`config.mk`:
```
export PLATFORM = sky130hd
export DESIGN_NAME = if_fetch_stage
export DESIGN_NICKNAME = d
export VERILOG_FILES = /design/src/rtl/if_fetch_stage.sv
export SDC_FILE = /design/constraint.sdc
export NUM_CORES = 1
export LEC_CHECK = 0
export CORE_UTILIZATION = 55
export DETAILED_ROUTE_END_ITERATION = 8
export GPL_TIMING_DRIVEN = 0
export PLACE_DENSITY = 0.92
export REMOVE_ABC_BUFFERS = 1
export SYNTH_ARGS = -nofsm -noshare
export SYNTH_HDL_FRONTEND = slang
export SYNTH_SLANG_ARGS = --single-unit
export TNS_END_PERCENT = 1
```
`constraint.sdc`:
```
create_clock -name clk -period 4.1 [get_ports clk]
set_clock_uncertainty 0.2 [all_clocks]
set_input_delay 0.615 -clock clk [delete_from_list [all_inputs] [get_ports clk]]
set_output_delay 0.615 -clock clk [all_outputs]
set_load 0.005 [all_outputs]
```
`src/rtl/if_fetch_stage.sv`:
```
// Instruction-fetch stage: PC, req/ack instruction-memory port, IF/ID register,
// one-entry hold buffer for words acked under stall, and halt-on-HLT control.
module if_fetch_stage #(
    parameter int                   WORD_SIZE = 16,
    parameter logic [WORD_SIZE-1:0] RESET_PC  = '0
) (
    input  logic                 clk,
    input  logic                 reset_n,
    output logic                 mem_req,
    output logic [WORD_SIZE-1:0] mem_addr,
    input  logic [WORD_SIZE-1:0] mem_rdata,
    input  logic                 mem_ack,
    input  logic                 stall,
    input  logic                 redirect,
    input  logic [WORD_SIZE-1:0] redirect_pc,
    output logic [WORD_SIZE-1:0] ifid_instr,
    output logic [WORD_SIZE-1:0] ifid_pc_next,
    output logic                 ifid_valid,
    output logic                 fetch_halted,
    output logic [WORD_SIZE-1:0] fetch_count
);

    typedef enum logic [1:0] {
        S_RUN    = 2'd0,
        S_HOLD   = 2'd1,
        S_HALTED = 2'd2
    } state_t;

    localparam logic [3:0] OP_RRR = 4'd15;
    localparam logic [5:0] FN_HLT = 6'd29;

    function automatic logic is_hlt(input logic [WORD_SIZE-1:0] w);
        return (w[WORD_SIZE-1 -: 4] == OP_RRR) && (w[5:0] == FN_HLT);
    endfunction

    state_t               r_state, w_state_nxt;
    logic                 r_started;
    logic [WORD_SIZE-1:0] r_pc, w_pc_nxt;
    logic [WORD_SIZE-1:0] r_hold_instr, w_hold_instr_nxt;
    logic [WORD_SIZE-1:0] r_hold_pc_next, w_hold_pc_next_nxt;
    logic                 r_hold_halt, w_hold_halt_nxt;
    logic [WORD_SIZE-1:0] r_ifid_instr, w_ifid_instr_nxt;
    logic [WORD_SIZE-1:0] r_ifid_pc_next, w_ifid_pc_next_nxt;
    logic                 r_ifid_valid, w_ifid_valid_nxt;
    logic                 r_halted, w_halted_nxt;
    logic [WORD_SIZE-1:0] r_count, w_count_nxt;

    logic                 w_mem_req;
    logic                 w_take;
    logic [WORD_SIZE-1:0] w_pc_inc;

    assign mem_req      = w_mem_req;
    assign mem_addr     = r_pc;
    assign ifid_instr   = r_ifid_instr;
    assign ifid_pc_next = r_ifid_pc_next;
    assign ifid_valid   = r_ifid_valid;
    assign fetch_halted = r_halted;
    assign fetch_count  = r_count;

    // Next-state and datapath decode; redirect overrides stall, which overrides normal fetch.
    always_comb begin
        // r_started keeps the request low until the first edge after reset release,
        // so a stale ack arriving right after release cannot be accepted.
        w_mem_req          = r_started && (r_state == S_RUN) && !redirect;
        w_take             = w_mem_req && mem_ack;
        w_pc_inc           = r_pc + WORD_SIZE'(1);
        w_state_nxt        = r_state;
        w_pc_nxt           = r_pc;
        w_hold_instr_nxt   = r_hold_instr;
        w_hold_pc_next_nxt = r_hold_pc_next;
        w_hold_halt_nxt    = r_hold_halt;
        w_ifid_instr_nxt   = r_ifid_instr;
        w_ifid_pc_next_nxt = r_ifid_pc_next;
        w_ifid_valid_nxt   = r_ifid_valid;
        w_halted_nxt       = r_halted;
        w_count_nxt        = r_count;

        if (redirect) begin
            w_pc_nxt           = redirect_pc;
            w_ifid_valid_nxt   = 1'b0;
            w_hold_instr_nxt   = '0;
            w_hold_pc_next_nxt = '0;
            w_hold_halt_nxt    = 1'b0;
            w_state_nxt        = S_RUN;
            w_halted_nxt       = 1'b0;
        end else begin
            case (r_state)
                S_RUN: begin
                    if (w_take) begin
                        w_pc_nxt = w_pc_inc;
                        if (!stall) begin
                            w_ifid_instr_nxt   = mem_rdata;
                            w_ifid_pc_next_nxt = w_pc_inc;
                            w_ifid_valid_nxt   = 1'b1;
                            w_count_nxt        = r_count + WORD_SIZE'(1);
                            if (is_hlt(mem_rdata)) begin
                                w_state_nxt  = S_HALTED;
                                w_halted_nxt = 1'b1;
                            end
                        end else begin
                            // Halt-pending is HOLD with the flag set; the halt takes
                            // effect only once the word actually enters IF/ID.
                            w_hold_instr_nxt   = mem_rdata;
                            w_hold_pc_next_nxt = w_pc_inc;
                            w_hold_halt_nxt    = is_hlt(mem_rdata);
                            w_state_nxt        = S_HOLD;
                        end
                    end else if (!stall) begin
                        w_ifid_valid_nxt = 1'b0;
                    end
                end
                S_HOLD: begin
                    if (!stall) begin
                        w_ifid_instr_nxt   = r_hold_instr;
                        w_ifid_pc_next_nxt = r_hold_pc_next;
                        w_ifid_valid_nxt   = 1'b1;
                        w_count_nxt        = r_count + WORD_SIZE'(1);
                        w_hold_halt_nxt    = 1'b0;
                        w_state_nxt        = r_hold_halt ? S_HALTED : S_RUN;
                        w_halted_nxt       = r_hold_halt;
                    end
                end
                S_HALTED: begin
                    if (!stall) begin
                        w_ifid_valid_nxt = 1'b0;
                    end
                end
                default: begin
                    w_state_nxt = S_RUN;
                end
            endcase
        end
    end

    // State register.
    always_ff @(posedge clk or negedge reset_n) begin
        if (!reset_n) begin
            r_state <= S_RUN;
        end else begin
            r_state <= w_state_nxt;
        end
    end

    // PC, hold buffer, IF/ID register and status counters.
    always_ff @(posedge clk or negedge reset_n) begin
        if (!reset_n) begin
            r_started      <= 1'b0;
            r_pc           <= RESET_PC;
            r_hold_instr   <= '0;
            r_hold_pc_next <= '0;
            r_hold_halt    <= 1'b0;
            r_ifid_instr   <= '0;
            r_ifid_pc_next <= '0;
            r_ifid_valid   <= 1'b0;
            r_halted       <= 1'b0;
            r_count        <= '0;
        end else begin
            r_started      <= 1'b1;
            r_pc           <= w_pc_nxt;
            r_hold_instr   <= w_hold_instr_nxt;
            r_hold_pc_next <= w_hold_pc_next_nxt;
            r_hold_halt    <= w_hold_halt_nxt;
            r_ifid_instr   <= w_ifid_instr_nxt;
            r_ifid_pc_next <= w_ifid_pc_next_nxt;
            r_ifid_valid   <= w_ifid_valid_nxt;
            r_halted       <= w_halted_nxt;
            r_count        <= w_count_nxt;
        end
    end

endmodule

```
**Yosys cells after proc, flatten, opt, wreduce, memory -nomap -nowiden**

Index checks and enable logic that the tools add are counted.

- Output and inout bits: 67
- Input port bits: 37
- Bits in registers: 102
- Logic and storage cells: 92

- Bitwise operators: 1
- Muxes and demuxes: 45
- Equality and inequality tests: 14
- Reduce and logical (&&, ||, !) cells: 19
- Add/sub/neg operators: 2

Operators with widths:

| operator | number |
|---|---|
| $mux 16 | 19 |
| $pmux 16 s2 | 3 |
| $add 16x1->16 const B | 2 |
| $mux 1 | 13 |
| $mux 2 | 6 |
| $ne 3x3->1 const B | 4 |
| $reduce_and 5->1 | 2 |
| $ne 2x2->1 const B | 4 |
| $reduce_and 4->1 | 2 |
| $reduce_bool 2->1 | 4 |
| $eq 6x5->1 const B | 1 |
| $pmux 2 s3 | 1 |
| $reduce_and 3->1 | 2 |
| $eq 4x4->1 const B | 1 |
| $logic_and 1x1->1 | 4 |
| $ne 4x3->1 const B | 1 |
| $pmux 1 s2 | 2 |
| $reduce_bool 4->1 | 1 |
| $ne 3x2->1 const B | 1 |
| $pmux 1 s3 | 1 |
| $reduce_bool 3->1 | 1 |
| $eq 2x1->1 const B | 1 |
| $eq 2x2->1 const B | 1 |
| $logic_not 2->1 | 1 |
| other kinds (3) | 3 |

**Logic depth before layout (Yosys ltp)**

- Word-level depth: 7
- Gate-level depth with buffers: 9

**Least setup slack after synthesis**

OpenSTA, ideal clock, no wires.

- Path type: reg2reg
- From: register r_state[0]
- To: register r_ifid_instr[11], in the netlist ifid_instr[11]
- Path buffers: 3
- Data arrival time: 1,715 ps
- Cell stages (with the launch flop): 10
- Setup slack: 2,048 ps
- Clock period less this slack: 2,052 ps
- Cells stage by stage: dfrtp_1 > inv_1 > ha_1 > nand2b_1 > a211o_1 > buf_6 > buf_6 > clkbuf_1 > nand2_1 > o21ai_0

- Longest elaborated chain between the ends: 6
- Elaborated cells on any way between the ends: 11
- Those cells by class: eq/ne: 4; mux: 1; reduce/logical: 6

RTL lines:

| element | RTL line | RTL |
|---|---|---|
| start: declaration | 36 | `state_t r_state, w_state_nxt;` |
| start signal: assignment | 140 | `r_state <= w_state_nxt;` |
| $logic_not 2->1 | 64, 87 |  |
| $logic_and 1x1->1 (2 in a row) | 64 | `w_mem_req = r_started && (r_state == S_RUN) && !redirect;` |
| $logic_and 1x1->1 | 65 | `w_take = w_mem_req && mem_ack;` |
| $ne 2x2->1 (no source line) | -- |  |
| $reduce_and 5->1 (no source line) | -- |  |
| end signal: assignment | 163 | `r_ifid_instr <= w_ifid_instr_nxt;` |
| end: declaration | 42 | `logic [WORD_SIZE-1:0] r_ifid_instr, w_ifid_instr_nxt;` |

Parallel ways exist; a longest one is shown, timed or not.
A chain may end at the register's enable or synchronous reset.

**Worst setup path in the final report**

- From: register r_state[0]
- To: register r_state[0]

- Longest elaborated chain between the ends: 6
- Elaborated cells on any way between the ends: 13
- Those cells by class: eq/ne: 6; mux: 2; reduce/logical: 5

RTL lines:

| element | RTL line |
|---|---|
| $logic_not 2->1 | 64, 87 |
| $logic_and 1x1->1 (2 in a row) | 64 |
| $logic_and 1x1->1 | 65 |
| $ne 3x3->1 (no source line) | -- |
| $reduce_and 4->1 (no source line) | -- |

Parallel ways exist; a longest one is shown, timed or not.

==> impl_results.md <==
* H-tree depth at 3
* Fillers at about 630
* Fin. Hold Viols at 0
* Non-Filler Instances at just over 700
* Final TNS setup at 0 ns
* Net count reported at finish at approximately 650
* Area of the multi-input gates at ~2200 um^2
* Total grt overflow at 0
* Commonest non-fill, non-tap cell in the layout: dfrtp_1
* Number of global-route vias before repair at just under 4000
* Synth top area share at between 50% and 60%
* Wirelength per Cell at between 15 and 20 um
* Global router's overall resource usage at approximately 25%
* Post-Syn Area at approximately 5000 um^2
* Fmax at approximately 320 MHz
* Worst Setup Path Type: reg2reg
* Post-synthesis sequential area ratio at 51.5%
* Synthesized instance count at about 530
* Final antenna-violating net count at 0
* Worst slew margin at a little under a quarter
* Critical path required time at ~4.2 ns
* Inserted Diodes at 0
* Commonest cells after routing, fill and taps aside: dfrtp_1 (102), clkdlybuf4s50_1 (101), nand2_1 (95)
* Maximum vdd drop at approximately 190 uV
* Critical path capture point type: register
* Yosys top cell by area: dfrtp_1
* Post-layout util at 71.8%
* Largest net degree at the start of global routing at 59
* Clock sink total at 102
* Crit path launch: r_state[0]$_DFFE_PN0P_
* DR pass1 iterations at 4
* CTS tree: built
* Register bit total from synthesis at between 100 and 150
* Die Height at roughly 97 um
* First-pass GRT wire length at 19200 um
* CP max-delay cell: nand4_1
* Inserted Clock Buffers at 9
* Worst reg-to-reg setup slack at about 0.99 ns
* HP Class: in2async
* Die area at approximately 9400 um^2
* Period utilisation layout at 75.9%
* # rows at 34
* Synth cell types at 44
* Syn-to-layout area delta at 26.2%
* Ports at between 100 and 150
* Outcome: finished clean
* Mean Syn Cell Area at 9.45 um^2
* Max_cap viols at 0
* Final setup viols at 0
* Worst Tran Pin Value at about 1.2 ns
* Dpl cells at 706
* Die X-Extent at approximately 97 um
* Port bufs at 103
* Reg2reg end: r_state[0]$_DFFE_PN0P_
* Max Buffers Root-to-Sink at 2
* WP data arrival at roughly 3.2 ns
* DRC Markers at 0
* Worst-case reg-to-reg path depth at 5
* LEAKAGE at 2.52 nW
* Final Slew Violations at 0
* Pwr dens at 423 nW/um^2
* CTS clk-pin slew, worst paths at 0.11 ns
* Dpl hpwl at between 7000 and 8000 um
* CP max stage delay at 1.00 ns
* YS warnings at 0
* Crit-path cells: inv_1 -> ha_1 -> nand4_1 -> or4_1 -> o31ai_1
* Initial antenna violation count at 0
* Crit path launch type: register
* Initial core utilization at around 57%
* Routed via count at between 4000 and 5000
* Latest clock arrival within the worst-skew pair at about 0.37 ns
* R2R Path Start: r_state[0]$_DFFE_PN0P_
* Post-Route WL at roughly 11000 um
* Root buffer cell: clkbuf_8
* Layout cell share with drive strength beyond 1 at 5.05%
* Core area at 8720 um^2
* Vias per cell at ~5.8
* # Post-CTS Setup Buffers at 0
* Synth top area cells: dfrtp_1 (51%), nand2_1 (7.2%), xnor2_1 (4.8%)
* RSZ-0062 raised after global routing: no
* Initial DRC count at 246
* Critical Path Fanout Max at 25
* Hold buffer count at cts at 0
* Storage element area at roughly 2600 um^2
* Post-CTS sizing at 0
* Global placement routability congestion at between 0.8 and 0.9
* Final critical path time including I/O delays and setup at slightly above 3 ns
==> layout make-up <==
class	instances	area share [%]
multi-input cells	378	35.6
inverters	11	0.660
clock buffers	11	2.42
well taps	108	2.16
clock inverters	5	0.680
flip-flops and latches	102	40.8
repair buffers	107	17.7
==> cell usage after synthesis, drive strengths merged <==
library cell / number
o21a: 2
o31ai: 2
a311o: 1
or2: 1
o31a: 1
buf: 10
or3b: 1
o21ai: 45
xnor2: 27
nand2: 95
o211ai: 10
inv: 11
nor3: 26
a31oi: 1
and2: 1
and4: 3
a21boi: 1
a21o: 2
dfrtp: 102
nand4: 12
and3: 5
nand4b: 3
nand2b: 1
clkbuf: 24
conb: 1
or3: 1
a211o: 2
a311oi: 1
nor2: 23
nand3: 21
nor4: 11
a211oi: 9
a21oi: 31
o41ai: 1
xor2: 11
or4: 1
o221a: 1
ha: 5
a221o: 1
mux2i: 18
==> state kept, by name (all words and copies together), names as in the netlist <==
| register | count |
|---|---|
| r_started | 1 |
| r_hold_pc_next | 16 |
| r_state | 2 |
| fetch_count | 16 |
| ifid_pc_next | 16 |
| ifid_instr | 16 |
| r_hold_halt | 1 |
| mem_addr | 16 |
| r_hold_instr | 16 |
| ifid_valid | 1 |
| fetch_halted | 1 |
==> logic make-up after synthesis <==
group / synth area share [%]
and+or+nand+nor: 19.5
AOI/OAI and AO/OA: 13.5
DFF: 51.5
buffers and inverters: 3.91
xor gates and xnor gates: 6.71
muxes: 3.63
adders and majority gates: 1.26
other: 0.0756
==> how the worst max path moves through the flow <==
stage / end
finish: r_state[0]$_DFFE_PN0P_
global route: r_state[0]$_DFFE_PN0P_
CTS: r_state[0]$_DFFE_PN0P_
detailed placement: r_state[0]$_DFFE_PN0P_
global placement: ifid_instr[1]$_DFFE_PN0P_
floorplan: fetch_count[13]$_DFFE_PN0P_
==> power breakdown <==
group	internal [W]	switching, W	leakage, nW
Clock	0.000260	0.000348	0.0961
Sequential	0.00117	0.000133	1.33
Combinational	0.000423	0.000312	1.10
==> critical path: cells and delay by family, from the launching register on <==
kind            cells  cell delay [ns]
fa+ha+maj           1             0.45
buf+inv             1             0.10
compound gates      1             0.09
simple gates        2             1.79
flops               1             0.39
==> through the flow <==
stage | hold slack [ns] | power [W] | setup WS, ns | area (um^2)
global route | 0.0701 | 0.00280 | 0.739 | 6260
finish | 0.0306 | 0.00265 | 0.989 | 6260
global placement | 0.257 | 0.00202 | -1.48 | 5970
CTS | 0.0573 | 0.00267 | 1.03 | 6260
detailed placement | 0.270 | 0.00206 | 0.679 | 6070
floorplan | 0.119 | 0.00159 | 0.630 | 4810
==> layer usage <==
layer,wire length (um),global-route usage [%]
met5,0,0
met1,4840,34.4
met2,5660,40.5
met4,161,7.23
met3,675,5.78
Note: power is estimated with default switching activity, not from simulation.
